### src/rtl/sdram_init_refresh_sequencer_if.sv
// Command bus and arbitration signals between the init/refresh sequencer and the SDRAM command mux.
interface sdram_init_refresh_sequencer_if;
    logic        cmd_valid;
    logic        cmd_ready;
    logic [2:0]  cmd_code;
    logic [12:0] cmd_addr;
    logic [1:0]  cmd_ba;
    logic        bus_req;
    logic        bus_gnt;
    logic        init_done;
    logic        refresh_urgent;

    modport master (
        output cmd_valid, cmd_code, cmd_addr, cmd_ba, bus_req, init_done, refresh_urgent,
        input  cmd_ready, bus_gnt
    );

    modport slave (
        input  cmd_valid, cmd_code, cmd_addr, cmd_ba, bus_req, init_done, refresh_urgent,
        output cmd_ready, bus_gnt
    );
endinterface

### src/rtl/sdram_init_refresh_sequencer.sv
// Power-up initialisation and periodic auto-refresh for the sdramA SDRAM; after init it
// borrows the shared command bus through bus_req/bus_gnt and tracks postponed refreshes.
module sdram_init_refresh_sequencer #(
    parameter int          INIT_WAIT_CYCLES = 5000,
    parameter int          REFRESH_INTERVAL = 390,
    parameter int          TRP              = 2,
    parameter int          TRFC             = 4,
    parameter int          TMRD             = 2,
    parameter int          INIT_REFRESHES   = 2,
    parameter int          MAX_PENDING      = 8,
    parameter logic [12:0] MODE_REG         = 13'h030
) (
    input logic clk,
    input logic reset,
    sdram_init_refresh_sequencer_if.master sdram
);
    localparam int INIT_W   = $clog2(INIT_WAIT_CYCLES + 1);
    localparam int TIMER_W  = $clog2(REFRESH_INTERVAL + 1);
    localparam int PEND_W   = $clog2(MAX_PENDING + 1);
    localparam int REFS_W   = $clog2(INIT_REFRESHES + 1);
    localparam int WAIT_MAX = (TRP > TRFC) ? ((TRP > TMRD) ? TRP : TMRD)
                                           : ((TRFC > TMRD) ? TRFC : TMRD);
    localparam int WAIT_W   = $clog2(WAIT_MAX + 2);

    localparam logic [INIT_W-1:0]  INIT_LAST  = INIT_W'(INIT_WAIT_CYCLES - 1);
    localparam logic [TIMER_W-1:0] TIMER_LAST = TIMER_W'(REFRESH_INTERVAL - 1);
    localparam logic [PEND_W-1:0]  PEND_MAX   = PEND_W'(MAX_PENDING);
    localparam logic [REFS_W-1:0]  REFS_LAST  = REFS_W'(INIT_REFRESHES);
    localparam logic [WAIT_W-1:0]  WAIT_TRP   = WAIT_W'(TRP);
    localparam logic [WAIT_W-1:0]  WAIT_TRFC  = WAIT_W'(TRFC);
    localparam logic [WAIT_W-1:0]  WAIT_TMRD  = WAIT_W'(TMRD);
    localparam logic [WAIT_W-1:0]  WAIT_ONE   = WAIT_W'(1);

    localparam logic [2:0]  CMD_NOP  = 3'b111;
    localparam logic [2:0]  CMD_PRE  = 3'b010;
    localparam logic [2:0]  CMD_REF  = 3'b001;
    localparam logic [2:0]  CMD_LMR  = 3'b000;
    localparam logic [12:0] ADDR_ALL = 13'h400;

    typedef enum logic [3:0] {
        INIT_WAIT, INIT_PRE, INIT_TRP, INIT_REF, INIT_TRFC, INIT_MRS, INIT_TMRD,
        IDLE, REQ, REF_PRE, REF_TRP, REF_CMD, REF_TRFC
    } state_t;

    state_t             state, state_next;
    logic [INIT_W-1:0]  init_cnt;
    logic [TIMER_W-1:0] timer;
    logic [PEND_W-1:0]  pending, pending_next;
    logic [REFS_W-1:0]  init_refs;
    logic [WAIT_W-1:0]  wait_cnt, wait_load;
    logic               wait_start, wait_done, tick;
    logic               refresh_taken, init_ref_taken;
    logic               init_done_q, urgent_q;
    logic               cmd_valid_c, bus_req_c;
    logic [2:0]         cmd_code_c;
    logic [12:0]        cmd_addr_c;
    logic [1:0]         cmd_ba_c;

    // The wait counter hits zero on the edge that leaves a wait state, giving N+1 cycles to the next command.
    assign wait_done = (wait_cnt <= WAIT_ONE);
    assign tick      = init_done_q && (timer == TIMER_LAST);

    always_ff @(posedge clk) begin
        if (reset) state <= INIT_WAIT;
        else       state <= state_next;
    end

    always_ff @(posedge clk) begin
        if (reset) begin
            init_cnt    <= '0;
            timer       <= '0;
            pending     <= '0;
            init_refs   <= '0;
            wait_cnt    <= '0;
            init_done_q <= 1'b0;
            urgent_q    <= 1'b0;
        end else begin
            if (state == INIT_WAIT) init_cnt <= init_cnt + 1'b1;
            if (wait_start)            wait_cnt <= wait_load;
            else if (wait_cnt != '0)   wait_cnt <= wait_cnt - 1'b1;
            if (init_ref_taken) init_refs <= init_refs + 1'b1;
            if (state == INIT_TMRD && state_next == IDLE) init_done_q <= 1'b1;
            // The interval timer stays parked at zero until init completes, then free-runs.
            if (!init_done_q || timer == TIMER_LAST) timer <= '0;
            else                                     timer <= timer + 1'b1;
            pending  <= pending_next;
            urgent_q <= (pending_next == PEND_MAX);
        end
    end

    // A tick arriving together with an accepted refresh cancels out, even at saturation.
    always_comb begin
        pending_next = pending;
        if (tick && !refresh_taken) begin
            if (pending != PEND_MAX) pending_next = pending + 1'b1;
        end else if (refresh_taken && !tick && pending != '0) begin
            pending_next = pending - 1'b1;
        end
    end

    always_comb begin
        state_next     = state;
        cmd_valid_c    = 1'b0;
        cmd_code_c     = CMD_NOP;
        cmd_addr_c     = '0;
        cmd_ba_c       = '0;
        bus_req_c      = 1'b0;
        wait_start     = 1'b0;
        wait_load      = '0;
        refresh_taken  = 1'b0;
        init_ref_taken = 1'b0;
        case (state)
            INIT_WAIT: if (init_cnt == INIT_LAST) state_next = INIT_PRE;
            INIT_PRE: begin
                cmd_valid_c = 1'b1;
                cmd_code_c  = CMD_PRE;
                cmd_addr_c  = ADDR_ALL;
                if (sdram.cmd_ready) begin
                    state_next = INIT_TRP;
                    wait_start = 1'b1;
                    wait_load  = WAIT_TRP;
                end
            end
            INIT_TRP: if (wait_done) state_next = INIT_REF;
            INIT_REF: begin
                cmd_valid_c = 1'b1;
                cmd_code_c  = CMD_REF;
                if (sdram.cmd_ready) begin
                    state_next     = INIT_TRFC;
                    wait_start     = 1'b1;
                    wait_load      = WAIT_TRFC;
                    init_ref_taken = 1'b1;
                end
            end
            INIT_TRFC: if (wait_done) state_next = (init_refs == REFS_LAST) ? INIT_MRS : INIT_REF;
            INIT_MRS: begin
                cmd_valid_c = 1'b1;
                cmd_code_c  = CMD_LMR;
                cmd_addr_c  = MODE_REG;
                if (sdram.cmd_ready) begin
                    state_next = INIT_TMRD;
                    wait_start = 1'b1;
                    wait_load  = WAIT_TMRD;
                end
            end
            INIT_TMRD: if (wait_done) state_next = IDLE;
            IDLE: if (pending != '0) state_next = REQ;
            REQ: begin
                bus_req_c = 1'b1;
                if (sdram.bus_gnt) state_next = REF_PRE;
            end
            REF_PRE: begin
                bus_req_c   = 1'b1;
                cmd_valid_c = 1'b1;
                cmd_code_c  = CMD_PRE;
                cmd_addr_c  = ADDR_ALL;
                if (sdram.cmd_ready) begin
                    state_next = REF_TRP;
                    wait_start = 1'b1;
                    wait_load  = WAIT_TRP;
                end
            end
            REF_TRP: begin
                bus_req_c = 1'b1;
                if (wait_done) state_next = REF_CMD;
            end
            REF_CMD: begin
                bus_req_c   = 1'b1;
                cmd_valid_c = 1'b1;
                cmd_code_c  = CMD_REF;
                if (sdram.cmd_ready) begin
                    state_next    = REF_TRFC;
                    wait_start    = 1'b1;
                    wait_load     = WAIT_TRFC;
                    refresh_taken = 1'b1;
                end
            end
            // Banks are still precharged after a refresh, so backlog is drained without another PRECHARGE.
            REF_TRFC: begin
                bus_req_c = 1'b1;
                if (wait_done) state_next = (pending != '0 && sdram.bus_gnt) ? REF_CMD : IDLE;
            end
            default: state_next = INIT_WAIT;
        endcase
    end

    assign sdram.cmd_valid      = cmd_valid_c;
    assign sdram.cmd_code       = cmd_code_c;
    assign sdram.cmd_addr       = cmd_addr_c;
    assign sdram.cmd_ba         = cmd_ba_c;
    assign sdram.bus_req        = bus_req_c;
    assign sdram.init_done      = init_done_q;
    assign sdram.refresh_urgent = urgent_q;
endmodule

### src/flat_wrapper.sv
// flat-port wrapper written by rule: the top's interface ports become plain ports
module sdram_init_refresh_sequencer_flat 
#(
    parameter int          INIT_WAIT_CYCLES = 5000,
    parameter int          REFRESH_INTERVAL = 390,
    parameter int          TRP              = 2,
    parameter int          TRFC             = 4,
    parameter int          TMRD             = 2,
    parameter int          INIT_REFRESHES   = 2,
    parameter int          MAX_PENDING      = 8,
    parameter logic [12:0] MODE_REG         = 13'h030
)
  (clk, reset, sdram_cmd_valid, sdram_cmd_code, sdram_cmd_addr, sdram_cmd_ba, sdram_bus_req, sdram_init_done, sdram_refresh_urgent, sdram_cmd_ready, sdram_bus_gnt);
  sdram_init_refresh_sequencer_if sdram_i ();
  input logic clk;
  input logic reset;
  output wire logic [$bits(sdram_i.cmd_valid)-1:0] sdram_cmd_valid;
  output wire logic [$bits(sdram_i.cmd_code)-1:0] sdram_cmd_code;
  output wire logic [$bits(sdram_i.cmd_addr)-1:0] sdram_cmd_addr;
  output wire logic [$bits(sdram_i.cmd_ba)-1:0] sdram_cmd_ba;
  output wire logic [$bits(sdram_i.bus_req)-1:0] sdram_bus_req;
  output wire logic [$bits(sdram_i.init_done)-1:0] sdram_init_done;
  output wire logic [$bits(sdram_i.refresh_urgent)-1:0] sdram_refresh_urgent;
  input wire logic [$bits(sdram_i.cmd_ready)-1:0] sdram_cmd_ready;
  input wire logic [$bits(sdram_i.bus_gnt)-1:0] sdram_bus_gnt;
  assign sdram_cmd_valid = sdram_i.cmd_valid;
  assign sdram_cmd_code = sdram_i.cmd_code;
  assign sdram_cmd_addr = sdram_i.cmd_addr;
  assign sdram_cmd_ba = sdram_i.cmd_ba;
  assign sdram_bus_req = sdram_i.bus_req;
  assign sdram_init_done = sdram_i.init_done;
  assign sdram_refresh_urgent = sdram_i.refresh_urgent;
  assign sdram_i.cmd_ready = sdram_cmd_ready;
  assign sdram_i.bus_gnt = sdram_bus_gnt;
  sdram_init_refresh_sequencer #(.INIT_WAIT_CYCLES(INIT_WAIT_CYCLES), .REFRESH_INTERVAL(REFRESH_INTERVAL), .TRP(TRP), .TRFC(TRFC), .TMRD(TMRD), .INIT_REFRESHES(INIT_REFRESHES), .MAX_PENDING(MAX_PENDING), .MODE_REG(MODE_REG)) u_core (.clk(clk), .reset(reset), .sdram(sdram_i));
endmodule
### config.mk
export PLATFORM = sky130hd
export DESIGN_NAME = sdram_init_refresh_sequencer_flat
export DESIGN_NICKNAME = d
export VERILOG_FILES = /design/src/rtl/sdram_init_refresh_sequencer_if.sv /design/src/rtl/sdram_init_refresh_sequencer.sv /design/src/flat_wrapper.sv
export SDC_FILE = /design/constraint.sdc
export NUM_CORES = 1
export LEC_CHECK = 0
export BUFFER_PORTS_ARGS = -buffer_cell sky130_fd_sc_hd__buf_2
export CORE_MARGIN = 10
export CORE_UTILIZATION = 48
export CTS_CLUSTER_SIZE = 24
export DETAILED_ROUTE_END_ITERATION = 16
export GPL_TIMING_DRIVEN = 0
export PLACE_DENSITY = 0.68
export SLEW_MARGIN = 0
export SYNTH_ARGS = -nofsm -noshare
export SYNTH_HDL_FRONTEND = slang
export SYNTH_SLANG_ARGS = --single-unit
export TNS_END_PERCENT = 20
### constraint.sdc
create_clock -name clk -period 2.3 [get_ports clk]
set_input_delay 0.115 -clock clk [delete_from_list [all_inputs] [get_ports clk]]
set_output_delay 0.115 -clock clk [all_outputs]
set_load 0.005 [all_outputs]
Word level (Yosys, flattened, before mapping)

Index checks and enable logic that the tools add are counted.
W data, S select, Z words.

Flip-flop bits (word level): 37
Input port bits: 4
Output and inout bits: 22
Logic and storage cells: 85

Add/sub/neg operators: 6
$lt $le $gt $ge: 1
Eq/ne operators: 18
Muxes and demuxes: 32
Reductions and logical operators: 20

Operator list:

| kind                    | count |
|---|---|
| $mux W4                 | 17 |
| $pmux W4 S13            | 1 |
| $eq A4 B4 Y1 const B    | 6 |
| $pmux W11 S2            | 1 |
| $eq A4 B3 Y1 const B    | 5 |
| $add A13 B1 Y13 const B | 1 |
| $eq A13 B13 Y1 const B  | 1 |
| $mux W3                 | 4 |
| $reduce_or A5 Y1        | 2 |
| $add A9 B1 Y9 const B   | 1 |
| $eq A9 B9 Y1 const B    | 1 |
| $pmux W3 S3             | 1 |
| $eq A4 B2 Y1 const B    | 2 |
| $logic_and A1 B1 Y1     | 6 |
| $mux W1                 | 6 |
| $pmux W3 S2             | 1 |
| $reduce_or A2 Y1        | 3 |
| $add A4 B1 Y4 const B   | 1 |
| $eq A4 B1 Y1 const B    | 1 |
| $logic_not A4 Y1        | 1 |
| $ne A4 B4 Y1 const B    | 1 |
| $reduce_bool A4 Y1      | 1 |
| $sub A4 B1 Y4 const B   | 1 |
| $le A3 B1 Y1 const B    | 1 |
| 9 further kinds         | 11 |

Depth between registers and ports, before layout

Gate-level depths: netlist of the first run.

Depth after elaboration: 8
Gate-level depth with buffers: 7
Mapped depth without buffers: 7

Worst setup path before layout of the first run

Ideal clock, no wire load.

Kind: register to register
Start: register u_core.timer[3]
End: register u_core.urgent_q, in the netlist u_core.sdram.refresh_urgent
Library setup time: 0.128 ns
Arrival time: 1.685 ns
Required time: 2.172 ns
Setup slack: 0.488 ns
Cell stages (with the launch flop): 6
Path buffers: 0
Period minus slack after synthesis: 1.812 ns
Path through: dfxtp_1 or4b_4 nor3_2 mux2i_1 mux2i_1 nor4b_2

Longest elaborated chain between the ends: 8
Elaborated cells between the ends (all ways): 9
Those cells by class: eq/ne (2); mux (2); reduce/logical (5)

RTL lines:

| element                           | RTL line                           | text |
|---|---|---|
| start: declaration                | sdram_init_refresh_sequencer.sv:47 | `logic [TIMER_W-1:0] timer;` |
| start signal: assignment          | sdram_init_refresh_sequencer.sv:85 | `else timer <= timer + 1'b1;` |
| $eq A9 B9 Y1 *                    | sdram_init_refresh_sequencer.sv:61 | `assign tick = init_done_q && (timer == TIMER_LAST);` |
| $logic_and A1 B1 Y1 *             | sdram_init_refresh_sequencer.sv:61 |  |
| $logic_not A1 Y1                  | sdram_init_refresh_sequencer.sv:96 | `end else if (refresh_taken && !tick && pending != '0) begin` |
| $logic_and A1 B1 Y1 (2 in series) | sdram_init_refresh_sequencer.sv:96 |  |
| $mux W4                           | sdram_init_refresh_sequencer.sv:96 |  |
| $mux W4 *                         | sdram_init_refresh_sequencer.sv:94 | `if (tick && !refresh_taken) begin` |
| $eq A4 B4 Y1 *                    | sdram_init_refresh_sequencer.sv:87 | `urgent_q <= (pending_next == PEND_MAX);` |
| end signal: assignment            | sdram_init_refresh_sequencer.sv:87 |  |
| end: declaration                  | sdram_init_refresh_sequencer.sv:53 | `logic init_done_q, urgent_q;` |

Mark *: on every way between the ends. The rest lies on a longest branch, timed or not.
A chain may end at the register's enable or synchronous reset.

Final worst setup path of the first run

Start: register u_core.pending[0]
End: register u_core.state[2]

Longest elaborated chain between the ends: 5
Elaborated cells between the ends (all ways): 6
Those cells by class: mux (4); reduce/logical (2)

RTL lines:

| element                  | RTL line                                                                 | text |
|---|---|---|
| start: declaration       | sdram_init_refresh_sequencer.sv:48                                       | `logic [PEND_W-1:0] pending, pending_next;` |
| start signal: assignment | sdram_init_refresh_sequencer.sv:86                                       | `pending <= pending_next;` |
| $reduce_bool A4 Y1 *     | sdram_init_refresh_sequencer.sv:147, sdram_init_refresh_sequencer.sv:181 |  |
| $logic_and A1 B1 Y1      | sdram_init_refresh_sequencer.sv:181                                      | `if (wait_done) state_next = (pending != '0 && sdram.bus_gnt) ? REF_CMD : IDLE;` |
| $mux W4 (2 in series)    | sdram_init_refresh_sequencer.sv:181                                      |  |
| $pmux W4 S13 *           | sdram_init_refresh_sequencer.sv:112                                      | `case (state)` |
| end signal: assignment   | sdram_init_refresh_sequencer.sv:65                                       | `else state <= state_next;` |
| end: declaration         | sdram_init_refresh_sequencer.sv:45                                       | `state_t state, state_next;` |

Marks and branches as above.

==> impl_metrics.json, run 1 <==
{
  "syn_inst": 263,
  "crit_fanout": 5,
  "diodes": 0,
  "cp_slowest_cell": "or3b_1",
  "ys_ff_latch": 37,
  "wire_per_inst_um": 12.8,
  "num_rows": 24,
  "crit_arrival_ps": 2240,
  "hold_depth": 2,
  "vdd_drop_max_v": 0.000412,
  "reg2reg_from": "u_core.pending[0]",
  "crit_chain": "inv_1, ha_1, or3b_1, and3_1, or4_1, a31oi_1",
  "globalRoute.totalOverflow": 0,
  "p_leak_nw": 0.940,
  "clkTransAtPathRegs_ps": 70,
  "worstRegToRegCells": 6,
  "finalHoldViolations": 0,
  "grt_pass1_vias": 1742,
  "setup_viol": 0,
  "synth.distinct_cells": 54,
  "clockRootBuffer": "clkbuf_8",
  "first_pass_iters": 4,
  "yosys.area.top_type": "dfxtp_1",
  "portBuffers": 12,
  "power_density_nw_per_um2": 562,
  "synthArstFlopShare": 0,
  "vias": 1857,
  "grt.total_usage": 0.121,
  "finalSetupTns_ps": 0,
  "cts_max_path_buffers": 2,
  "drc": 0,
  "postCtsHoldBufs": 0,
  "rrSetupSlack_ps": 270,
  "layout_min_cycle_time_ps": 2030,
  "synth_top_area_frac": 0.336,
  "stdcell_area_sq_um": 2450,
  "yosys_warnings": 0,
  "finalMaxSlewViolations": 0,
  "finalCritPeriodShare": 0.881,
  "ys_seq_area_frac": 0.336,
  "dp_hpwl_um": 3270,
  "hold_path_end": "u_core.wait_cnt[0]",
  "final_core_util": 0.556,
  "path_class": "flop to flop",
  "dieHeight_um": 87.8,
  "synth_area_per_cell_sq_um": 8.38,
  "htreeDepth": 2,
  "cap_viol_max_count": 0,
  "drt_wl_total_um": 4440,
  "initial_core_util": 0.499,
  "worstSkewPairLatency_ps": 290,
  "cp.required_ps": 2520,
  "worst_hold_slack_ps": 110,
  "drtIter0Drc": 185,
  "area_growth_pct": 11.3,
  "status": "completed",
  "tritoncts": "done",
  "antenna_found_initial": 0,
  "ant_nets": 0,
  "synth_edf_count": 0,
  "synth_area_sq_um": 2200,
  "worstHoldStart": "sdram_cmd_ready",
  "grt_pass1_wl_um": 7590,
  "cts_setup_buffers": 0,
  "cts_resized": 0,
  "dpl_cell_area_sq_um": 2370,
  "finalClockSkew_ps": 7.06,
  "vias_per_cell": 5.37,
  "fmax_mhz": 494,
  "num-nets-final": 306,
  "grt_max_degree": 12,
  "core_sq_um": 4410,
  "numCtsBuffers": 5,
  "synth.area.top_cells": "dfxtp_1 34%, nor2_1 5.8%, ha_1 5.1%, buf_4 4.4%, xor2_1 4.4%",
  "start_kind": "flop",
  "die_area_sq_um": 7700,
  "yosys_most_used_dff": "dfxtp_1",
  "die_w_um": 87.8,
  "cts_sinks": 37,
  "pin_count": 26,
  "cp_slowest_stage_delay_ps": 450,
  "cp-end-kind": "flop",
  "holdCritPathClass": "input port to flop",
  "gp_congestion": 0.873,
  "drive_gt1_frac": 0.150,
  "rsz0062_at_grt": "false",
  "r2r_end": "u_core.state[2]"
}
cell type report:
class	count	area, sq um
Tap cell	52	65.1
Clock inverter	2	10.0
Sequential cell	37	741
Buffer	24	143
Timing Repair Buffer	12	60.1
Fill cell	418	1960
Clock buffer	6	72.6
Inverter	15	56.3
Multi-Input combinational cell	198	1310
synthesized netlist by cell type (all sizes together) (2+ instances only):
| cell type | number |
|---|---|
| a31oi | 2 |
| and2 | 3 |
| and3 | 4 |
| nand4 | 4 |
| xnor2 | 9 |
| buf | 17 |
| nor3 | 8 |
| dfxtp | 37 |
| clkbuf | 7 |
| mux2i | 4 |
| nand2b | 2 |
| nand2 | 11 |
| o21ai | 12 |
| a2111oi | 3 |
| ha | 9 |
| nand3 | 12 |
| o22ai | 2 |
| nor4 | 3 |
| nor2b | 2 |
| nor2 | 34 |
| or3 | 4 |
| inv | 15 |
| nor4b | 6 |
| and4b | 2 |
| a211oi | 3 |
| nand4b | 3 |
| o21bai | 2 |
| nor3b | 2 |
| a21oi | 13 |
| xor2 | 11 |
| nand3b | 2 |
state kept, by name (all words and copies together), names as in the netlist:
| name | cells |
|---|---|
| u_core.init_cnt | 13 |
| u_core.init_refs | 2 |
| u_core.pending | 4 |
| u_core.sdram.init_done | 1 |
| u_core.sdram.refresh_urgent | 1 |
| u_core.state | 4 |
| u_core.timer | 9 |
| u_core.wait_cnt | 3 |
worst max-delay path: cells and delay by family (launching register included):
kind	cells	cell delay [ps]
simple gates	3	1090
flops	1	370
fa+ha+maj	1	220
compound gates	1	200
buf+inv	1	80
logic make-up (layout without fill, tap and decap cells):
kind of cell             after synthesis  count (layout)  synth area share
AO/OA/AOI/OAI                         46              46             0.141
XOR/XNOR                              20              20            0.0829
adder cells (fa/ha/maj)                9               9            0.0511
buffers and inverters                 39              59            0.0902
flip-flops                            37              37             0.336
multiplexers                           4               4            0.0182
other                                  1              12           0.00170
AND/OR/NAND/NOR                      107             107             0.279
routing by layer:
metal / vias up / wire, um / track usage
li1: 959 / - / -
met1: 841 / 2030 / 0.137
met2: 48 / 2010 / 0.198
met3: 9 / 303 / 0.0362
met4: 0 / 102 / 0.0667
met5: - / 0 / 0
power breakdown:
group          total (W)  switching (W)  internal [W]
clock           0.000439       0.000229      0.000210
combinational   0.000247       0.000134      0.000113
sequential      0.000693      0.0000236      0.000670
worst max-delay path by stage:
stage | startpoint | to | slack [ps] | depth (start not counted)
after floorplan | u_core.timer[3] | u_core.sdram.refresh_urgent | 490 | 5
after global placement | u_core.timer[0] | u_core.sdram.refresh_urgent | 300 | 6
after detailed placement | u_core.timer[0] | u_core.sdram.refresh_urgent | 290 | 6
after CTS | u_core.pending[0] | u_core.state[2] | 270 | 6
after global routing | u_core.timer[0] | u_core.sdram.refresh_urgent | 150 | 6
final | u_core.pending[0] | u_core.state[2] | 270 | 6
metrics by stage:
stage / total power, W / setup slack [ps] / std cells
floorplan: 0.000908 / 488 / 274
global placement: 0.000954 / 303 / 338
detailed placement: 0.000955 / 290 / 338
CTS: 0.00140 / 272 / 346
global route: 0.00147 / 148 / 346
finish: 0.00138 / 274 / 346
placed cells by master (no fill, tap or decap), types with 11 or more instances in the layout:
master and instances:
a21oi_1 13, buf_2 15, buf_4 13, conb_1 12
dfxtp_1 37, inv_1 15, nand2_1 11, nand3_1 12
nor2_1 34, o21ai_0 12, xor2_1 11
Note: power is estimated with default switching activity, not from simulation.
==> inputs of run 2 (changes only) <==
- HOLD_SLACK_MARGIN: default -> 0.1
- MAX_ROUTING_LAYER: default -> met4
==> impl_metrics.json, run 2 (synthesis gave the netlist of run 1 again) <==
{
  "status": "completed",
  "vias": 1860,
  "clockRootBuffer": "clkbuf_8",
  "tightestPinTransition_ps": 507,
  "cts_sinks": 37,
  "finalMaxSlewViolations": 0,
  "grt.total_usage": 0.129,
  "diodes": 0,
  "area_growth_pct": 11.3,
  "cts_setup_buffers": 0,
  "p_leak_nw": 0.940,
  "start_kind": "flop",
  "worstRegToRegCells": 6,
  "finalSetupTns_ps": 0,
  "maxSlewHeadroom": 0.661,
  "largestRegisters": "u_core.init_cnt x13, u_core.timer x9",
  "postCtsHoldBufs": 0,
  "rsz0062_at_grt": "false",
  "p_total_w": 0.00139,
  "crit_arrival_ps": 2250,
  "drc": 0,
  "tritoncts": "done",
  "largest_register_ffs": 13,
  "clkTransAtPathRegs_ps": 70,
  "fillCellCount": 431,
  "hold_depth": 2,
  "dp_cells": 338,
  "ant_nets": 0,
  "die_w_um": 87.8,
  "layout_min_cycle_time_ps": 2040,
  "antenna_found_initial": 0,
  "vias_per_cell": 5.38,
  "grt_pass1_wl_um": 7870,
  "cp_top_family": "simple AND/OR/NAND/NOR gates",
  "core_sq_um": 4410,
  "grt_pass1_vias": 1723,
  "gp_congestion": 0.894,
  "finalClockSkew_ps": 7.73,
  "finalCritPeriodShare": 0.887,
  "fmax_mhz": 490,
  "initial_core_util": 0.499,
  "htreeDepth": 2,
  "r2r_end": "u_core.state[2]",
  "numCtsBuffers": 5,
  "num-nets-final": 306,
  "final_cells": 346,
  "drive_gt1_frac": 0.150,
  "cts_max_path_buffers": 2,
  "cp_slowest_stage_delay_ps": 440,
  "dieHeight_um": 87.8,
  "cp-end-kind": "flop",
  "globalRoute.totalOverflow": 0,
  "cap_viol_max_count": 0,
  "finalHoldViolations": 0,
  "holdCritPathClass": "input port to flop",
  "worstSkewPairLatency_ps": 290,
  "first_pass_iters": 4,
  "portBuffers": 12,
  "rrSetupSlack_ps": 260,
  "final_common_cell": "dfxtp_1",
  "wire_per_inst_um": 13.0,
  "path_class": "flop to flop",
  "setup_viol": 0,
  "worst_hold_slack_ps": 121,
  "vdd_drop_max_v": 0.000295,
  "drt_wl_total_um": 4500,
  "largest_register": "u_core.init_cnt",
  "dp_hpwl_um": 3310,
  "grt_max_degree": 12,
  "crit_fanout": 5,
  "die_area_sq_um": 7700,
  "cp_slowest_cell": "or3b_1",
  "drtIter0Drc": 209,
  "worstHoldStart": "sdram_cmd_ready",
  "hold_path_end": "u_core.wait_cnt[0]",
  "final_cell_mix": "37 x dfxtp_1, 34 x nor2_1, 15 x inv_1, 15 x buf_2",
  "reg2reg_from": "u_core.pending[0]",
  "cp-startpoint": "u_core.pending[0]",
  "cts_resized": 0,
  "num_rows": 24,
  "cp.required_ps": 2510,
  "crit_chain": "inv_1, ha_1, or3b_1, and3_1, or4_1, a31oi_1",
  "power_density_nw_per_um2": 565,
  "worst-path-buf-inv": 1,
  "pin_count": 26
}
[run 2: routing by layer]
| layer | track usage | part of all wire |
|---|---|---|
| met2 | 0.198 | 0.43 |
| met5 | - | 0 |
| met3 | 0.0381 | 0.064 |
| met1 | 0.152 | 0.48 |
| met4 | 0.0594 | 0.019 |
[run 2: cell type report]
type                    count  area (sq um)  share of cell area
clock buffers               6          72.6              0.0296
well taps                  52          65.1              0.0265
inverters                  15          56.3              0.0229
multi-input cells         198          1310               0.532
clock inverters             2          10.0             0.00408
flip-flops and latches     37           741               0.302
repair buffers             12          60.1              0.0245
plain buffers              24           143              0.0581
[run 2: worst max-delay path by stage]
stage / endpoint / slack (ps) / depth (start not counted)
2_1_floorplan: u_core.sdram.refresh_urgent / 490 / 5
3_3_place_gp: u_core.sdram.refresh_urgent / 290 / 6
3_5_place_dp: u_core.state[2] / 310 / 6
4_1_cts: u_core.state[2] / 290 / 6
5_1_grt: u_core.sdram.refresh_urgent / 110 / 7
6_report: u_core.state[2] / 260 / 6
[run 2: worst register-to-register path: stages (launching register included)]
cell and delay, ps:
dfxtp_1 370, inv_1 80, ha_1 230, or3b_1 440, and3_1 240, or4_1 390
a31oi_1 220
[run 2: where the power goes]
| part | internal, W | leakage (nW) | switching [W] |
|---|---|---|---|
| sequential | 0.000670 | 0.299 | 0.0000225 |
| combinational | 0.000112 | 0.596 | 0.000137 |
| clock | 0.000210 | 0.0450 | 0.000234 |
| total | 0.000992 | 0.940 | 0.000393 |
[run 2: through the flow]
step	worst slack [ps]	instance area, sq um	utilization
floorplan	488	2250	-
global placement	294	2370	0.537
detailed placement	309	2370	0.537
CTS	290	2450	0.556
global route	112	2450	0.556
finish	259	2450	0.556
==> inputs of run 3 (changes only) <==
- CTS_BUF_LIST: default -> sky130_fd_sc_hd__clkbuf_16
==> impl_metrics.json, run 3 (synthesis gave the netlist of run 1 again) <==
{
  "globalRoute.totalOverflow": 0,
  "cp-end-kind": "flop",
  "finalSetupTns_ps": 0,
  "die_area_sq_um": 7700,
  "largest_register": "u_core.init_cnt",
  "fmax_mhz": 490,
  "worstSkewPairLatency_ps": 280,
  "grt_pass1_wl_um": 7910,
  "htreeDepth": 2,
  "diodes": 0,
  "cts_setup_buffers": 0,
  "finalHoldViolations": 0,
  "wire_per_inst_um": 13.0,
  "vdd_drop_max_v": 0.000454,
  "worst_hold_slack_ps": 139,
  "worstHoldStart": "sdram_cmd_ready",
  "finalCritPeriodShare": 0.887,
  "crit_fanout": 5,
  "tritoncts": "done",
  "portBuffers": 12,
  "power_density_nw_per_um2": 631,
  "vias": 1867,
  "cts_sinks": 37,
  "setup_viol": 0,
  "clkTransAtPathRegs_ps": 50,
  "r2r_end": "u_core.state[2]",
  "cts_resized": 0,
  "rsz0062_at_grt": "false",
  "drt_wl_total_um": 4490,
  "layout_min_cycle_time_ps": 2040,
  "drive_gt1_frac": 0.150,
  "drtIter0Drc": 259,
  "hold_path_end": "u_core.wait_cnt[0]",
  "hold_depth": 2,
  "worstRegToRegCells": 6,
  "p_leak_nw": 0.970,
  "status": "completed",
  "rrSetupSlack_ps": 260,
  "initial_core_util": 0.499,
  "area_growth_pct": 13.8,
  "cts_max_path_buffers": 2,
  "grt_pass1_vias": 1729,
  "cp.required_ps": 2500,
  "postCtsHoldBufs": 0,
  "die_w_um": 87.8,
  "reg2reg_from": "u_core.pending[0]",
  "pin_count": 26,
  "crit_arrival_ps": 2240,
  "first_pass_iters": 4,
  "grt_max_degree": 12,
  "holdCritPathClass": "input port to flop",
  "num-nets-final": 306,
  "largest_register_ffs": 13,
  "start_kind": "flop",
  "vias_per_cell": 5.40,
  "drc": 0,
  "path_class": "flop to flop",
  "grt.total_usage": 0.130,
  "finalClockSkew_ps": 5.25,
  "num_rows": 24,
  "maxSlewHeadroom": 0.653,
  "finalMaxSlewViolations": 0,
  "dieHeight_um": 87.8,
  "final_cell_mix": "37 x dfxtp_1, 34 x nor2_1, 16 x inv_1",
  "final_common_cell": "dfxtp_1",
  "antenna_found_initial": 0,
  "core_sq_um": 4410,
  "cap_viol_max_count": 0,
  "tightestPinTransition_ps": 519,
  "clockRootBuffer": "clkbuf_16",
  "numCtsBuffers": 5,
  "ant_nets": 0,
  "gp_congestion": 0.894,
  "dp_hpwl_um": 3310,
  "largestRegisters": "u_core.init_cnt x13, u_core.timer x9"
}
run 3: worst max path at each step:
stage | from | endpoint | slack, ps
after detailed placement | u_core.pending[0] | u_core.state[2] | 310
final | u_core.pending[0] | u_core.state[2] | 260
after CTS | u_core.pending[0] | u_core.state[2] | 290
after floorplan | u_core.timer[3] | u_core.sdram.refresh_urgent | 490
after global placement | u_core.timer[0] | u_core.sdram.refresh_urgent | 290
after global routing | u_core.pending[0] | u_core.sdram.refresh_urgent | 120
run 3: report_power, final:
part	leakage (nW)	total, W	switching, W	internal [W]
clock network	0.0748	0.000642	0.000249	0.000393
logic	0.596	0.000249	0.000136	0.000113
registers	0.299	0.000694	0.0000228	0.000671
run 3: per-stage QoR:
| step | power, W | util | area, sq um | setup WS, ps | std cells |
|---|---|---|---|---|---|
| global placement | 0.000953 | 0.537 | 2370 | 294 | 338 |
| finish | 0.00158 | 0.569 | 2510 | 259 | 346 |
| floorplan | 0.000908 | - | 2250 | 488 | 274 |
| CTS | 0.00161 | 0.569 | 2510 | 292 | 346 |
| global route | 0.00168 | 0.569 | 2510 | 116 | 346 |
| detailed placement | 0.000954 | 0.537 | 2370 | 309 | 338 |
run 3: critical path, stage by stage (launching register included):
cell and delay (ps):
dfxtp_1 360, inv_1 80, ha_1 230, or3b_1 440
and3_1 240, or4_1 400, a31oi_1 200
run 3: layout make-up:
| class | instances | area (sq um) |
|---|---|---|
| plain buffers | 24 | 143 |
| clock buffers | 5 | 125 |
| clock inverters | 3 | 13.8 |
| fillers | 419 | 1900 |
| inverters | 15 | 56.3 |
| multi-input cells | 198 | 1310 |
| flip-flops and latches | 37 | 741 |
| well taps | 52 | 65.1 |
| repair buffers | 12 | 60.1 |
run 3: per-layer routing:
metal / vias up / part of all wire / routed length [um] / global-route usage
li1: 965 / - / - / -
met1: 836 / 0.48 / 2150 / 0.153
met2: 58 / 0.43 / 1950 / 0.198
met3: 8 / 0.069 / 309 / 0.0381
met4: 0 / 0.019 / 85 / 0.0609
met5: - / 0 / 0 / -
